File: src/rtl/pc_fetch_ctrl.sv
// pc_fetch_ctrl: program-counter sequencer for the IF stage.
// Three states: RUN (normal fetch), WAIT (control-flow instruction in ID,
// fetch held until the redirect or not-taken resolution arrives) and HALT
// (HLT seen, frozen until reset). All outputs are registered except PC_plus1.
// Optional feature macro: PC_FETCH_WAIT_TIMEOUT_EN adds a 4-bit WAIT cycle
// counter and the sticky wait_timeout flag.
module pc_fetch_ctrl (
  input  logic        clk,
  input  logic        rst_n,
  input  logic        cf_decoded,
  input  logic        alu_done,
  input  logic [15:0] PC_update,
  input  logic        PC_src,
  input  logic        update_done,
  input  logic        hlt_decoded,
  input  logic        stall,
  output logic [15:0] PC,
  output logic [15:0] PC_plus1,
  output logic        fetch_valid,
  output logic        flush_IF_ID,
  output logic        pipe_halt,
  output logic        halted
`ifdef PC_FETCH_WAIT_TIMEOUT_EN
  ,
  output logic        wait_timeout
`endif
);

  typedef enum logic [1:0] {
    ST_RUN  = 2'd0,
    ST_WAIT = 2'd1,
    ST_HALT = 2'd2
  } state_t;

  state_t      state_q;
  logic [15:0] pc_q;
  logic        fetch_valid_q;
  logic        flush_q;
  logic        pipe_halt_q;
  logic        halted_q;
  logic [15:0] pc_inc_d;

`ifdef PC_FETCH_WAIT_TIMEOUT_EN
  logic [3:0]  wait_cnt_q;
  logic        wait_timeout_q;
`endif

  // Modulo-2^16 increment shared by the sequencer and the PC_plus1 output.
  always_comb begin
    pc_inc_d = pc_q + 16'd1;
  end

  // Fetch sequencer: state, PC and all registered status outputs.
  always_ff @(posedge clk or negedge rst_n) begin
    if (!rst_n) begin
      state_q        <= ST_RUN;
      pc_q           <= 16'h0000;
      fetch_valid_q  <= 1'b0;
      flush_q        <= 1'b0;
      pipe_halt_q    <= 1'b0;
      halted_q       <= 1'b0;
`ifdef PC_FETCH_WAIT_TIMEOUT_EN
      wait_cnt_q     <= 4'd0;
      wait_timeout_q <= 1'b0;
`endif
    end else begin
      // The flush is a single-cycle pulse; only a redirect re-arms it.
      flush_q <= 1'b0;
      case (state_q)
        ST_RUN: begin
          if (hlt_decoded) begin
            state_q       <= ST_HALT;
            fetch_valid_q <= 1'b0;
            pipe_halt_q   <= 1'b1;
            halted_q      <= 1'b1;
          end else if (cf_decoded) begin
            // PC already points at branch+1; hold it there while waiting.
            state_q       <= ST_WAIT;
            fetch_valid_q <= 1'b0;
            pipe_halt_q   <= 1'b1;
`ifdef PC_FETCH_WAIT_TIMEOUT_EN
            wait_cnt_q    <= 4'd0;
`endif
          end else begin
            fetch_valid_q <= 1'b1;
            pipe_halt_q   <= 1'b0;
            // Advance only once the current PC has been fetched validly, so
            // the first cycle after reset fetches address 0 before counting.
            if (!stall && fetch_valid_q) begin
              pc_q <= pc_inc_d;
            end
          end
        end

        ST_WAIT: begin
          // cf_decoded, hlt_decoded and stall are deliberately not looked at.
          if (PC_src && update_done) begin
            pc_q          <= PC_update;
            flush_q       <= 1'b1;
            state_q       <= ST_RUN;
            fetch_valid_q <= 1'b1;
            pipe_halt_q   <= 1'b0;
          end else if (alu_done && !PC_src) begin
            // Not taken: the held PC is already the fall-through address.
            state_q       <= ST_RUN;
            fetch_valid_q <= 1'b1;
            pipe_halt_q   <= 1'b0;
          end
`ifdef PC_FETCH_WAIT_TIMEOUT_EN
          else if (wait_cnt_q == 4'd14) begin
            // Counter reaches 15 this edge: give up, flag it, resume fetch.
            wait_cnt_q     <= 4'd15;
            wait_timeout_q <= 1'b1;
            state_q        <= ST_RUN;
            fetch_valid_q  <= 1'b1;
            pipe_halt_q    <= 1'b0;
          end else begin
            wait_cnt_q <= wait_cnt_q + 4'd1;
          end
`endif
        end

        ST_HALT: begin
          // Frozen; only reset leaves this state.
          fetch_valid_q <= 1'b0;
          pipe_halt_q   <= 1'b1;
          halted_q      <= 1'b1;
        end

        default: begin
          state_q       <= ST_RUN;
          fetch_valid_q <= 1'b0;
          pipe_halt_q   <= 1'b0;
          halted_q      <= 1'b0;
        end
      endcase
    end
  end

  assign PC          = pc_q;
  assign PC_plus1    = pc_inc_d;
  assign fetch_valid = fetch_valid_q;
  assign flush_IF_ID = flush_q;
  assign pipe_halt   = pipe_halt_q;
  assign halted      = halted_q;
`ifdef PC_FETCH_WAIT_TIMEOUT_EN
  assign wait_timeout = wait_timeout_q;
`endif

endmodule

File: config.mk
export PLATFORM = sky130hd
export DESIGN_NAME = pc_fetch_ctrl
export DESIGN_NICKNAME = d
export VERILOG_FILES = /design/src/rtl/pc_fetch_ctrl.sv
export SDC_FILE = /design/constraint.sdc
export NUM_CORES = 1
export LEC_CHECK = 0
export ABC_AREA = 1
export BUFFER_PORTS_ARGS = -buffer_cell sky130_fd_sc_hd__clkbuf_2
export CAP_MARGIN = 20
export CORE_AREA = 2 2 55 67
export DETAILED_ROUTE_END_ITERATION = 6
export DIE_AREA = 0 0 57 69
export PLACE_DENSITY = 0.76
export SLEW_MARGIN = 20
export SYNTH_ARGS = -nofsm -noshare
export SYNTH_HDL_FRONTEND = slang
export SYNTH_SLANG_ARGS = --single-unit
File: constraint.sdc
create_clock -name clk -period 1.7 [get_ports clk]
set_input_delay 0.085 -clock clk [delete_from_list [all_inputs] [get_ports clk]]
set_output_delay 0.085 -clock clk [all_outputs]
set_load 0.01 [all_outputs]
# After elaboration in Yosys (flattened, before gate mapping)
# Cells that the tools add are included.
dict set report op_classes {
  addsub 1
  n_eq_ne 9
  mux 24
  bitwise_logic 2
  reduce_logical 10
}
# operator n
set ops {}
lappend ops {{2-to-1 mux 16 bit} 4}
lappend ops {{case mux 16 bit (2 select lines)} 1}
lappend ops {{adder 16 x 1 -> 16 bit, second input constant} 1}
lappend ops {{2-to-1 mux 1 bit} 11}
lappend ops {{!= test 2 bit, second input constant} 5}
lappend ops {{2-to-1 mux 2 bit} 4}
lappend ops {{!= test 3 bit, second input constant} 2}
lappend ops {{case mux 1 bit (3 select lines)} 2}
lappend ops {{case mux 2 bit (3 select lines)} 1}
lappend ops {{AND reduction 5 bit} 1}
lappend ops {{logical AND 1 bit} 3}
lappend ops {{AND reduction 3 bit} 1}
lappend ops {{== test 2 x 1 -> 1 bit, second input constant} 1}
lappend ops {{== test 2 bit, second input constant} 1}
lappend ops {{zero test 1 bit} 2}
lappend ops {{zero test 2 bit} 1}
lappend ops {{NOT 1 bit} 2}
lappend ops {{case mux 1 bit (2 select lines)} 1}
lappend ops {{AND reduction 2 bit} 1}
lappend ops {{nonzero test 2 bit} 1}
dict set report word_totals {
  register_bits 22
  in_bits 24
}

# Logic depth before layout (Yosys ltp)
# Gate-level depths: netlist of the first run.
dict set report depth {
  word_depth 6
  mapped_depth 9
  depth_no_buf 9
}

# Worst setup path before layout of the first run
# Ideal clock, no wire load.
dict set report synth_timing {
  path_type {register to register}
  from {reg pc_q[1] (netlist: PC[1])}
  to {reg pc_q[4] (netlist: PC[4])}
  arrival_time_ns 1.317
  setup_slack_ns 0.318
  stages_incl_launch_ff 8
  synth_period_minus_slack_ns 1.382
  path_cell_list {dfrtp_1 ha_1 nand3_2 xnor2_1 nand2_1 nand2_1 nand2_1 nand2_1}
}
dict set report synth_between {
  elab_chain_len 5
}
# item line_no
set synth_rtl {}
lappend synth_rtl {{start, declared} 36} ;# logic [15:0] pc_q;
lappend synth_rtl {{start signal, assigned} 90} ;# pc_q <= pc_inc_d;
lappend synth_rtl {{start signal, assigned} 98} ;# pc_q <= PC_update;
lappend synth_rtl {{adder 16 x 1 -> 16 bit} 50} ;# pc_inc_d = pc_q + 16'd1;
lappend synth_rtl {{named net PC_plus1[4]} 18} ;# output logic [15:0] PC_plus1,
lappend synth_rtl {{2-to-1 mux 16 bit} 89} ;# if (!stall && fetch_valid_q) begin
lappend synth_rtl {{2-to-1 mux 16 bit} 76} ;# end else if (cf_decoded) begin
lappend synth_rtl {{2-to-1 mux 16 bit} 71} ;# if (hlt_decoded) begin
lappend synth_rtl {{case mux 16 bit (2 select lines)} 69} ;# case (state_q)
# The timed path passes the listed nets, and every way through them passes these cells. The select of a mux whose other input is x is not followed.
# A chain may end at the register's enable or synchronous reset.

# Worst setup path in the final report of the first run
dict set report layout_timing {
  from {reg pc_q[0] (netlist: PC[0])}
  to {out PC_plus1[12]}
}
dict set report layout_between {
  elab_chain_len 1
}
# item line_no
set layout_rtl {}
lappend layout_rtl {{adder 16 x 1 -> 16 bit} 50}
lappend layout_rtl {{end, declared} 18}
# No other way between the ends.

==> summary.md, run 1 <==
| Metric | Value |
|---|---|
| Post-synthesis sequential element count | `22` |
| Worst clock skew | `2.62 ps` |
| Initial DRC Count | `36` |
| Cells traversed along the worst timing path | `ha_2, nand3_4, inv_2, buf_4, nand3_1, nand2_1, nand2_1, clkbuf_2` |
| Ranking of synthesized cells by area | `sky130_fd_sc_hd__dfrtp_1 (37%), sky130_fd_sc_hd__nand2_1 (24%), sky130_fd_sc_hd__nor2_1 (7.7%)` |
| Largest stage delay on the critical path | `400 ps` |
| Worst-Skew Late Latency | `260 ps` |
| Final setup violating endpoints | `0` |
| Routed wire per std cell | `10.8 um` |
| Buf/Inv on CP | `3` |
| Share of Yosys cell area claimed by the top area cell type | `36.6%` |
| Port Buffer Count | `59` |
| Maximum ir drop on the vdd rail | `0.000837 V` |
| Share of the yosys chip area belonging to registers | `36.6%` |
| Final critical path time including I/O delays and setup | `1590 ps` |
| Filler-free cell count of the finished design | `332` |
| Dpl cells | `325` |
| Dominant cell type by area after synthesis | `sky130_fd_sc_hd__dfrtp_1` |
| Most common library cell in the layout ignoring fill and taps | `sky130_fd_sc_hd__nand2_1` |
| Final ANT Viol Nets | `0` |
| Top-Level Pins | `60` |
| CP delay by family, top | `flip-flops` |
| Total GRT Usage | `18.5%` |
| Mapped Cells | `230` |
| Data required, critical path | `1620 ps` |
| Tightest Pin Transition | `571 ps` |
| Number of placement rows | `23` |
| Via count of the first global-routing pass | `1485` |
| Final #Nets | `322` |
| Fraction of layout instances using a drive strength above 1 | `30.8%` |
| Aggregate routed wire length | `3580 um` |
| H-tree levels | `1` |
| Max-slew violation count | `0` |
| Category of the worst setup path capture point | `output port` |
| Wire length of the first global-routing pass | `6030 um` |
| Final worst path period share | `93.8%` |
| Result of the run | `complete, no violations` |
| Number of antenna repair diodes | `0` |
| Number of buffers created by CTS | `3` |
| LEAKAGE | `1.15 nW` |
| PwrDens | `1060 nW/um2` |
| Drt via density | `4.89` |
| Final Hold Viols | `0` |
| Routed via count | `1622` |
| Final weighted congestion in routability-driven placement | `0.761` |
| Net count after synthesis | `255` |
| Overall die width | `57 um` |
| Total cell area at the placement stage | `1840 um2` |
| Antenna violations before repair | `0` |
| RSZ-0062 raised after global routing | `false` |
| Crit Path Class | `register to output port` |
| Area growth from synthesis to final layout | `28.1%` |
| Vert. Die Dim | `69 um` |
| Maximum number of pins on one net before global-route repair | `23` |
| Class of the most critical hold timing path | `primary input to register` |
| Cell repeated most along the worst path | `sky130_fd_sc_hd__nand2_1` |
| Smallest hold slack | `83.9 ps` |
| PnR Total Power | `2.04 mW` |
| Full die area | `3930 um2` |
| Max Fanout on Critical Path | `3` |
| Global-route congestion overflow total | `0` |
| Buffers from clock root to sink, at most | `2` |
| Post-synthesis instance area | `1500 um2` |
| Highest achievable clock rate | `627 MHz` |
| Clock root cell | `sky130_fd_sc_hd__clkbuf_8` |
| Max cap viols | `0` |
| Final total negative setup slack | `0 ps` |
| Clock-pin transition on the worst setup and hold timing paths | `80 ps` |
| Post-route cell area | `1930 um2` |
| Mean instance size in the synthesized netlist | `6.54 um2` |
| Yosys warning count | `0` |
| Post-route DRC | `0` |
| Hpwl dp | `2810 um` |
| Crit start category | `register` |
| Initial DRT Pass Iterations | `4` |
| Starting density of the core | `45.8%` |
| Leading cell types in the layout, fill and taps excluded | `sky130_fd_sc_hd__nand2_1 (97), sky130_fd_sc_hd__clkbuf_2 (59), sky130_fd_sc_hd__nor2_1 (31), sky130_fd_sc_hd__inv_1 (23), sky130_fd_sc_hd__dfrtp_1 (19)` |
| Worst-case headroom to the max-slew limit | `61.9%` |
| CTS sink count | `22` |
| Number of distinct library cells after synthesis | `25` |
| Slowest cell on crit path | `sky130_fd_sc_hd__dfrtp_1` |
| Placeable core region | `3280 um2` |
| Data arrival time of the worst path | `1510 ps` |
| Clock tree from TritonCTS | `done` |
## final cells by class
class / count / area [um2]
clock buffer: 3 / 41.3
inverter: 25 / 93.8
tap: 37 / 46.3
multi-input combinational: 178 / 833
sequential: 22 / 554
timing repair buffer: 67 / 358
fill: 351 / 1350
## synth_stat cells, drive strengths merged
master / number
nand2: 98
nor2: 41
inv: 25
dfrtp: 22
nand3: 14
o21ai: 9
xor2: 6
buf: 5
nand4: 3
a21oi: 1
a31o: 1
ha: 1
nand3b: 1
nor3: 1
o31ai: 1
xnor2: 1
## stage by stage
stage / setup WS [ps] / utilization (%)
floorplan: 318 / -
global placement: 294 / 56.1
detailed placement: 230 / 56.1
CTS: 32.7 / 58.1
global route: 1.92 / 58.7
finish: 105 / 58.7
## registers in the layout, indices dropped and copies added (netlist names)
register     count
halted           1
PC              16
pipe_halt        1
state_q          2
fetch_valid      1
flush_IF_ID      1
## worst min-delay path, delay by kind of cell
family / cells / cell delay (ps)
simple gates: 2 / 120
buf+inv: 1 / 100
## cell families (layout without fill, tap and decap cells)
kind of cell             Yosys count  count (layout)  synth area share [%]
AO/OA/AOI/OAI                     12              12                  4.91
XOR/XNOR                           7               7                  4.08
adder cells (fa/ha/maj)            1               1                 0.832
buffers and inverters             30              95                  8.65
flip-flops                        22              22                  36.6
AND/OR/NAND/NOR                  158             158                  44.9
## metal layers
metal  vias to the layer above  track usage, %  wire, um
li1                        840               -         -
met1                       726            23.5      1580
met2                        48            31.3      1790
met3                         8            2.44       161
met4                         0            6.98        53
met5                         -               0         0
## final timing paths
check	slack, ps	cells past startpoint	startpoint	end
worst max-delay path	110	8	PC[0]$_DFFE_PN0P_	PC_plus1[12]
worst min register to register	500	2	halted$_DFFE_PN0P_	halted$_DFFE_PN0P_
worst max register to register	350	8	PC[0]$_DFFE_PN0P_	PC[8]$_DFFE_PN0P_
worst min-delay path	80	3	hlt_decoded	state_q[1]$_DFFE_PN0P_
max in group asynchronous	950	2	rst_n	PC[3]$_DFFE_PN0P_
min in group asynchronous	350	2	rst_n	PC[4]$_DFFE_PN0P_
## what timing repair did
action	4_1_cts	5_1_grt
endpoints found under the hold margin	22	0
hold buffers	1	0
gates cloned	0	0
setup endpoints to repair	3	4
buffers inserted	2	1
gates resized for setup	0	5
## report_power, final
group          leakage [nW]  switching [mW]  internal [mW]  total, mW
Sequential            0.277           0.170          0.643      0.812
Clock                0.0216           0.165          0.158      0.324
Combinational         0.851           0.508          0.393      0.901
Total                  1.15           0.844           1.19       2.04
No activity file was read; power rests on OpenSTA's default activity.
==> run 2: changes to the inputs <==
CORE_AREA = 2 2 63 59   (was 2 2 55 67)
DIE_AREA = 0 0 65 61   (was 0 0 57 69)
==> run 2 against run 1 <==
Worst hold slack better by 5.9 ps. Setup slack worse by 32 ps. First-iteration DRC count is 81% higher. Non-clock buffer count is 3 lower. Global-route usage is 1.3 points higher. Critical path depth is 1 lower. Utilization is 1.3 points higher. Clock power is 53% higher. Clock-buffer cell count stayed put. Via count is 2.9% lower. Final area is 2.2% higher.
==> summary.md, run 2 (synthesized netlist as in run 1, its figures left out) <==
| Metric | Value |
|---|---|
| LEAKAGE | `1.16 nW` |
| Highest achievable clock rate | `615 MHz` |
| Max Fanout on Critical Path | `4` |
| Clock tree from TritonCTS | `done` |
| Filler-free cell count of the finished design | `337` |
| Placeable core region | `3280 um2` |
| Register Area | `556 um2` |
| Maximum number of pins on one net before global-route repair | `30` |
| Setup Slack @ Placement | `252 ps` |
| Global-route congestion overflow total | `0` |
| Crit start category | `register` |
| Clock-pin transition on the worst setup and hold timing paths | `90 ps` |
| Antenna violations before repair | `0` |
| Cell repeated most along the worst path | `sky130_fd_sc_hd__inv_1` |
| CP delay by family, top | `buffers and inverters` |
| Drt via density | `4.67` |
| Buf/Inv on CP | `4` |
| Cells traversed along the worst timing path | `buf_4, inv_1, nor2_1, nand2_2, xor2_1, inv_1, clkbuf_2` |
| Launching point of the worst reg2reg path | `state_q[1]$_DFFE_PN0P_` |
| PwrDens | `1140 nW/um2` |
| Crit Path Class | `register to output port` |
| Data required, critical path | `1620 ps` |
| Class of the most critical hold timing path | `primary input to register` |
| Port Buffer Count | `59` |
| Tightest Pin Transition | `559 ps` |
| Final critical path time including I/O delays and setup | `1630 ps` |
| Hpwl dp | `2720 um` |
| Full die area | `3970 um2` |
| Max cap viols | `0` |
| Initial DRT Pass Iterations | `4` |
| Total GRT Usage | `19.8%` |
| Worst-case headroom to the max-slew limit | `62.8%` |
| Largest stage delay on the critical path | `380 ps` |
| Vert. Die Dim | `61 um` |
| Worst hold path cell count | `3` |
| Cell depth of the worst flop-to-flop path | `8` |
| Buffers from clock root to sink, at most | `2` |
| Part of the total power dissipated in combinational logic | `41.3%` |
| Worst hold start | `hlt_decoded` |
| Final weighted congestion in routability-driven placement | `0.804` |
| Top-Level Pins | `60` |
| Initial DRC Count | `65` |
| Routed via count | `1575` |
| CTS sink count | `22` |
| RSZ-0062 raised after global routing | `true` |
| Power spent charging and discharging nets | `0.888 mW` |
| Category of the worst setup path capture point | `output port` |
| Final #Nets | `319` |
| Smallest hold slack | `89.8 ps` |
| Most common library cell in the layout ignoring fill and taps | `sky130_fd_sc_hd__nand2_1` |
| R2R Setup Slk | `260 ps` |
| Area used by multi-input combinational logic | `846 um2` |
| Maximum ir drop on the vdd rail | `0.000483 V` |
| Wire length of the first global-routing pass | `6010 um` |
| Overall die width | `65 um` |
| Part of the power in registers | `36.6%` |
| Worst-Skew Late Latency | `260 ps` |
| Number of placement rows | `20` |
| Final setup violating endpoints | `0` |
| Leading cell types in the layout, fill and taps excluded | `sky130_fd_sc_hd__nand2_1 (96), sky130_fd_sc_hd__clkbuf_2 (59), sky130_fd_sc_hd__nor2_1 (30), sky130_fd_sc_hd__inv_1 (23), sky130_fd_sc_hd__dfrtp_1 (18)` |
| Final Hold Viols | `0` |
| Post-route cell area | `1970 um2` |
| Clock power frac | `22.1%` |
| Slowest cell on crit path | `sky130_fd_sc_hd__dfrtp_1` |
| Number of buffers created by CTS | `3` |
| Filler Cells Inserted | `331` |
| Dpl cells | `330` |
| Clock root cell | `sky130_fd_sc_hd__clkbuf_8` |
| Final total negative setup slack | `0 ps` |
| Fraction of layout instances using a drive strength above 1 | `31.7%` |
| Post-route DRC | `0` |
| Switching share of power | `39.6%` |
| Terminating pin of the worst hold path | `state_q[1]$_DFFE_PN0P_` |
| Area growth from synthesis to final layout | `30.9%` |
| Number of antenna repair diodes | `0` |
| Number of flip-flops under the largest register name | `16` |
| Final worst path period share | `95.7%` |
| Via count of the first global-routing pass | `1379` |
| Routed wire per std cell | `11.0 um` |
| Endpoint of the lowest-slack register-to-register path | `PC[8]$_DFFE_PN0P_` |
| Total cell area at the placement stage | `1850 um2` |
| Aggregate routed wire length | `3710 um` |
| Internal Dissipation | `1.35 mW` |
| Max-slew violation count | `0` |
| Starting density of the core | `45.9%` |
| PnR Total Power | `2.24 mW` |
| Result of the run | `complete, no violations` |
| Data arrival time of the worst path | `1540 ps` |
| Post-route worst setup slack | `73.7 ps` |
| Worst clock skew | `5.52 ps` |
| Final ANT Viol Nets | `0` |
| Final Core Density | `60.1%` |
| H-tree levels | `1` |
==> run 2: cell count changes in the layout (fill, tap and decap cells not counted), sizes merged <==
cell | previous run | this run
buf | 7 | 4
bufinv | 0 | 1
==> run 2: timing repair <==
item                                    in CTS  in global routing
endpoints found under the setup margin       3                  8
hold endpoints to repair                    22                  0
buffers inserted                             2                  0
hold buffers                                 1                  0
resized for setup                            0                  9
pin swaps                                    0                  1
==> run 2: layout make-up <==
cell class                 instances  area share, %
clock inverter                     1           1.52
tap                               44           2.80
clock buffer                       3           2.10
multi-input combinational        178           42.9
timing repair buffer              64           17.7
sequential                        22           28.2
inverter                          25           4.76
==> run 2: worst max-delay path by stage <==
stage	start	to	cells past startpoint
CTS	PC[0]$_DFFE_PN0P_	PC_plus1[8]	7
global route	PC[0]$_DFFE_PN0P_	PC_plus1[10]	8
finish	PC[0]$_DFFE_PN0P_	PC_plus1[7]	7
global placement	PC[0]$_DFFE_PN0P_	PC[8]$_DFFE_PN0P_	8
detailed placement	PC[1]$_DFFE_PN0P_	PC[6]$_DFFE_PN0P_	7
floorplan	PC[1]$_DFFE_PN0P_	PC[4]$_DFFE_PN0P_	7
==> run 2: routing by layer <==
| layer | part of all wire (%) | GRT usage (%) | wire [um] | up-vias |
|---|---|---|---|---|
| met1 | 45 | 24.3 | 1670 | 698 |
| met5 | 0 | 0 | 0 | - |
| met2 | 48 | 35.2 | 1780 | 46 |
| met4 | 1.3 | 6.08 | 47 | 0 |
| li1 | - | - | - | 827 |
| met3 | 5.7 | 4.45 | 210 | 4 |
==> run 2: tightest hold or removal path, stage by stage <==
cell and delay, ps:
sky130_fd_sc_hd__clkbuf_2 100, sky130_fd_sc_hd__nor2_1 50, sky130_fd_sc_hd__nor2_1 80
==> run 2: power by group through the flow <==
stage	logic, mW	clock network (mW)	registers [mW]
floorplan	0.450	0	0.843
global placement	0.840	0	0.815
detailed placement	0.849	0	0.822
CTS	0.910	0.503	0.794
global route	1.03	0.535	0.842
finish	0.925	0.495	0.821
==> run 3: changes to the inputs <==
REMOVE_ABC_BUFFERS = 1   (was default)
==> run 3 against run 2 <==
Critical path depth rose by 1. Clock power fell by 35%. Wire length fell by 0.81%. Global-route usage fell by 0.46 points. Final area fell by 1.1%. Worst hold slack got worse by 3.4 ps. Sequential share of layout area rose by 0.26 points. Die area did not move. Setup slack got worse by 10 ps. Largest cell class unchanged. Largest power group unchanged.
==> summary.md, run 3 (synthesized netlist as in run 1, its figures left out) <==
| Metric | Value |
|---|---|
| Full die area | `3970 um2` |
| Routed via count | `1614` |
| Leading cell types in the layout, fill and taps excluded | `sky130_fd_sc_hd__nand2_1 (97), sky130_fd_sc_hd__clkbuf_2 (59), sky130_fd_sc_hd__nor2_1 (30), sky130_fd_sc_hd__inv_1 (23), sky130_fd_sc_hd__dfrtp_1 (19)` |
| Fraction of layout instances using a drive strength above 1 | `32.0%` |
| Top-Level Pins | `60` |
| Final worst path period share | `96.3%` |
| Worst-Skew Late Latency | `260 ps` |
| Post-route worst setup slack | `63.4 ps` |
| Vert. Die Dim | `61 um` |
| Worst-case headroom to the max-slew limit | `62.7%` |
| Final total negative setup slack | `0 ps` |
| Overall die width | `65 um` |
| Dpl cells | `332` |
| Maximum number of pins on one net before global-route repair | `23` |
| Crit start category | `register` |
| Number of buffers created by CTS | `3` |
| Placeable core region | `3280 um2` |
| Clock power frac | `15.8%` |
| Crit Path Class | `register to output port` |
| Data required, critical path | `1620 ps` |
| Highest achievable clock rate | `611 MHz` |
| Total cell area at the placement stage | `1850 um2` |
| Most common library cell in the layout ignoring fill and taps | `sky130_fd_sc_hd__nand2_1` |
| Post-route cell area | `1950 um2` |
| Clock-pin transition on the worst setup and hold timing paths | `80 ps` |
| Number of flip-flops under the largest register name | `16` |
| H-tree levels | `1` |
| Buffers from clock root to sink, at most | `2` |
| Hpwl dp | `2870 um` |
| Area growth from synthesis to final layout | `29.5%` |
| Filler Cells Inserted | `328` |
| Filler-free cell count of the finished design | `338` |
| Tightest Pin Transition | `560 ps` |
| Final critical path time including I/O delays and setup | `1640 ps` |
| Post-route DRC | `0` |
| Max-slew violation count | `0` |
| Met1 routing resource usage after global routing | `23.6%` |
| Final Core Density | `59.4%` |
| Port Buffer Count | `59` |
| Initial DRC Count | `69` |
| Final Hold Viols | `0` |
| Clock root cell | `sky130_fd_sc_hd__clkbuf_8` |
| Final #Nets | `321` |
| Number of antenna repair diodes | `0` |
| Part of the power in registers | `39.3%` |
| Worst clock skew | `1.45 ps` |
| PwrDens | `1040 nW/um2` |
| Max cap viols | `0` |
| Final weighted congestion in routability-driven placement | `0.859` |
| LEAKAGE | `1.15 nW` |
| Starting density of the core | `45.9%` |
| Wire length of the first global-routing pass | `5980 um` |
| Class of the most critical hold timing path | `primary input to register` |
| CTS sink count | `22` |
| Total GRT Usage | `19.3%` |
| Routed wire per std cell | `10.9 um` |
| Initial DRT Pass Iterations | `4` |
| Power spent charging and discharging nets | `0.839 mW` |
| Final ANT Viol Nets | `0` |
| Global-route congestion overflow total | `0` |
| Met3 capacity usage during global routing | `3.15%` |
| RSZ-0062 raised after global routing | `true` |
| Final setup violating endpoints | `0` |
| Antenna violations before repair | `0` |
| Number of placement rows | `20` |
| Internal Dissipation | `1.19 mW` |
| Category of the worst setup path capture point | `output port` |
| Part of the total power dissipated in combinational logic | `44.9%` |
| Data arrival time of the worst path | `1550 ps` |
| Aggregate routed wire length | `3680 um` |
| Switching share of power | `41.3%` |
| Setup Slack @ Placement | `257 ps` |
| Met2 Use GR | `36.7%` |
| Via count of the first global-routing pass | `1403` |
| Clock tree from TritonCTS | `done` |
| Maximum ir drop on the vdd rail | `0.000499 V` |
| Gr busiest metal | `met2` |
| Result of the run | `complete, no violations` |
| Drt via density | `4.78` |
| Max Fanout on Critical Path | `4` |
[run 3: cell types whose count changed in the layout (fill, tap and decap cells not counted), sizes merged]
cell | previous run | this run
buf | 4 | 6
bufinv | 1 | 0
[run 3: timing repair]
action / in CTS / in global routing
buffers inserted: 2 / 0
setup endpoints to repair: 2 / 5
gates resized for setup: 0 / 8
hold buffers: 1 / 0
cloned: 0 / 0
endpoints found under the hold margin: 22 / 0
[run 3: power groups by stage]
stage	Clock, mW	Combinational, mW	Sequential [mW]
after global placement	0	0.835	0.811
after floorplan	0	0.449	0.843
after CTS	0.332	0.912	0.790
final	0.321	0.910	0.798
after detailed placement	0	0.850	0.822
after global routing	0.352	1.00	0.824
[run 3: cell type report]
cell class                 count  area [um2]  area share (%)
multi-input combinational    178         852            43.8
clock buffer                   3        41.3            2.12
sequential                    22         554            28.5
inverter                      25        93.8            4.82
timing repair buffer          66         350            18.0
tap                           44        55.1            2.83
[run 3: critical path: stages, from the launching register on]
cell	delay, ps
sky130_fd_sc_hd__dfrtp_1	360
sky130_fd_sc_hd__ha_1	200
sky130_fd_sc_hd__nand3_2	160
sky130_fd_sc_hd__inv_2	120
sky130_fd_sc_hd__nand2_1	100
sky130_fd_sc_hd__nor2_1	110
sky130_fd_sc_hd__nand2_1	70
sky130_fd_sc_hd__nand2_1	60
sky130_fd_sc_hd__clkbuf_2	120
[run 3: metrics by stage]
step / hold WS, ps / total power, mW
2_1_floorplan: -211 / 1.29
3_3_place_gp: 102 / 1.65
3_5_place_dp: 107 / 1.67
4_1_cts: 81.3 / 2.03
5_1_grt: 102 / 2.18
6_report: 86.4 / 2.03
[run 3: layer usage]
| metal | up-vias | share of wire [%] |
|---|---|---|
| li1 | 830 | - |
| met4 | 0 | 0.57 |
| met3 | 2 | 4.7 |
| met5 | - | 0 |
| met2 | 36 | 51 |
| met1 | 746 | 44 |
[run 3: path summary, 6_finish.rpt]
kind,from,to,slack (ps),cells after the start
max,PC[0]$_DFFE_PN0P_,PC_plus1[10],60,8
min,update_done,flush_IF_ID$_DFF_PN0_,90,3
max reg2reg,state_q[0]$_DFFE_PN0P_,PC[7]$_DFFE_PN0P_,300,8
min reg2reg,pipe_halt$_DFFE_PN0P_,pipe_halt$_DFFE_PN0P_,500,2
max in group asynchronous,rst_n,PC[4]$_DFFE_PN0P_,940,2
min in group asynchronous,rst_n,halted$_DFFE_PN0P_,350,2
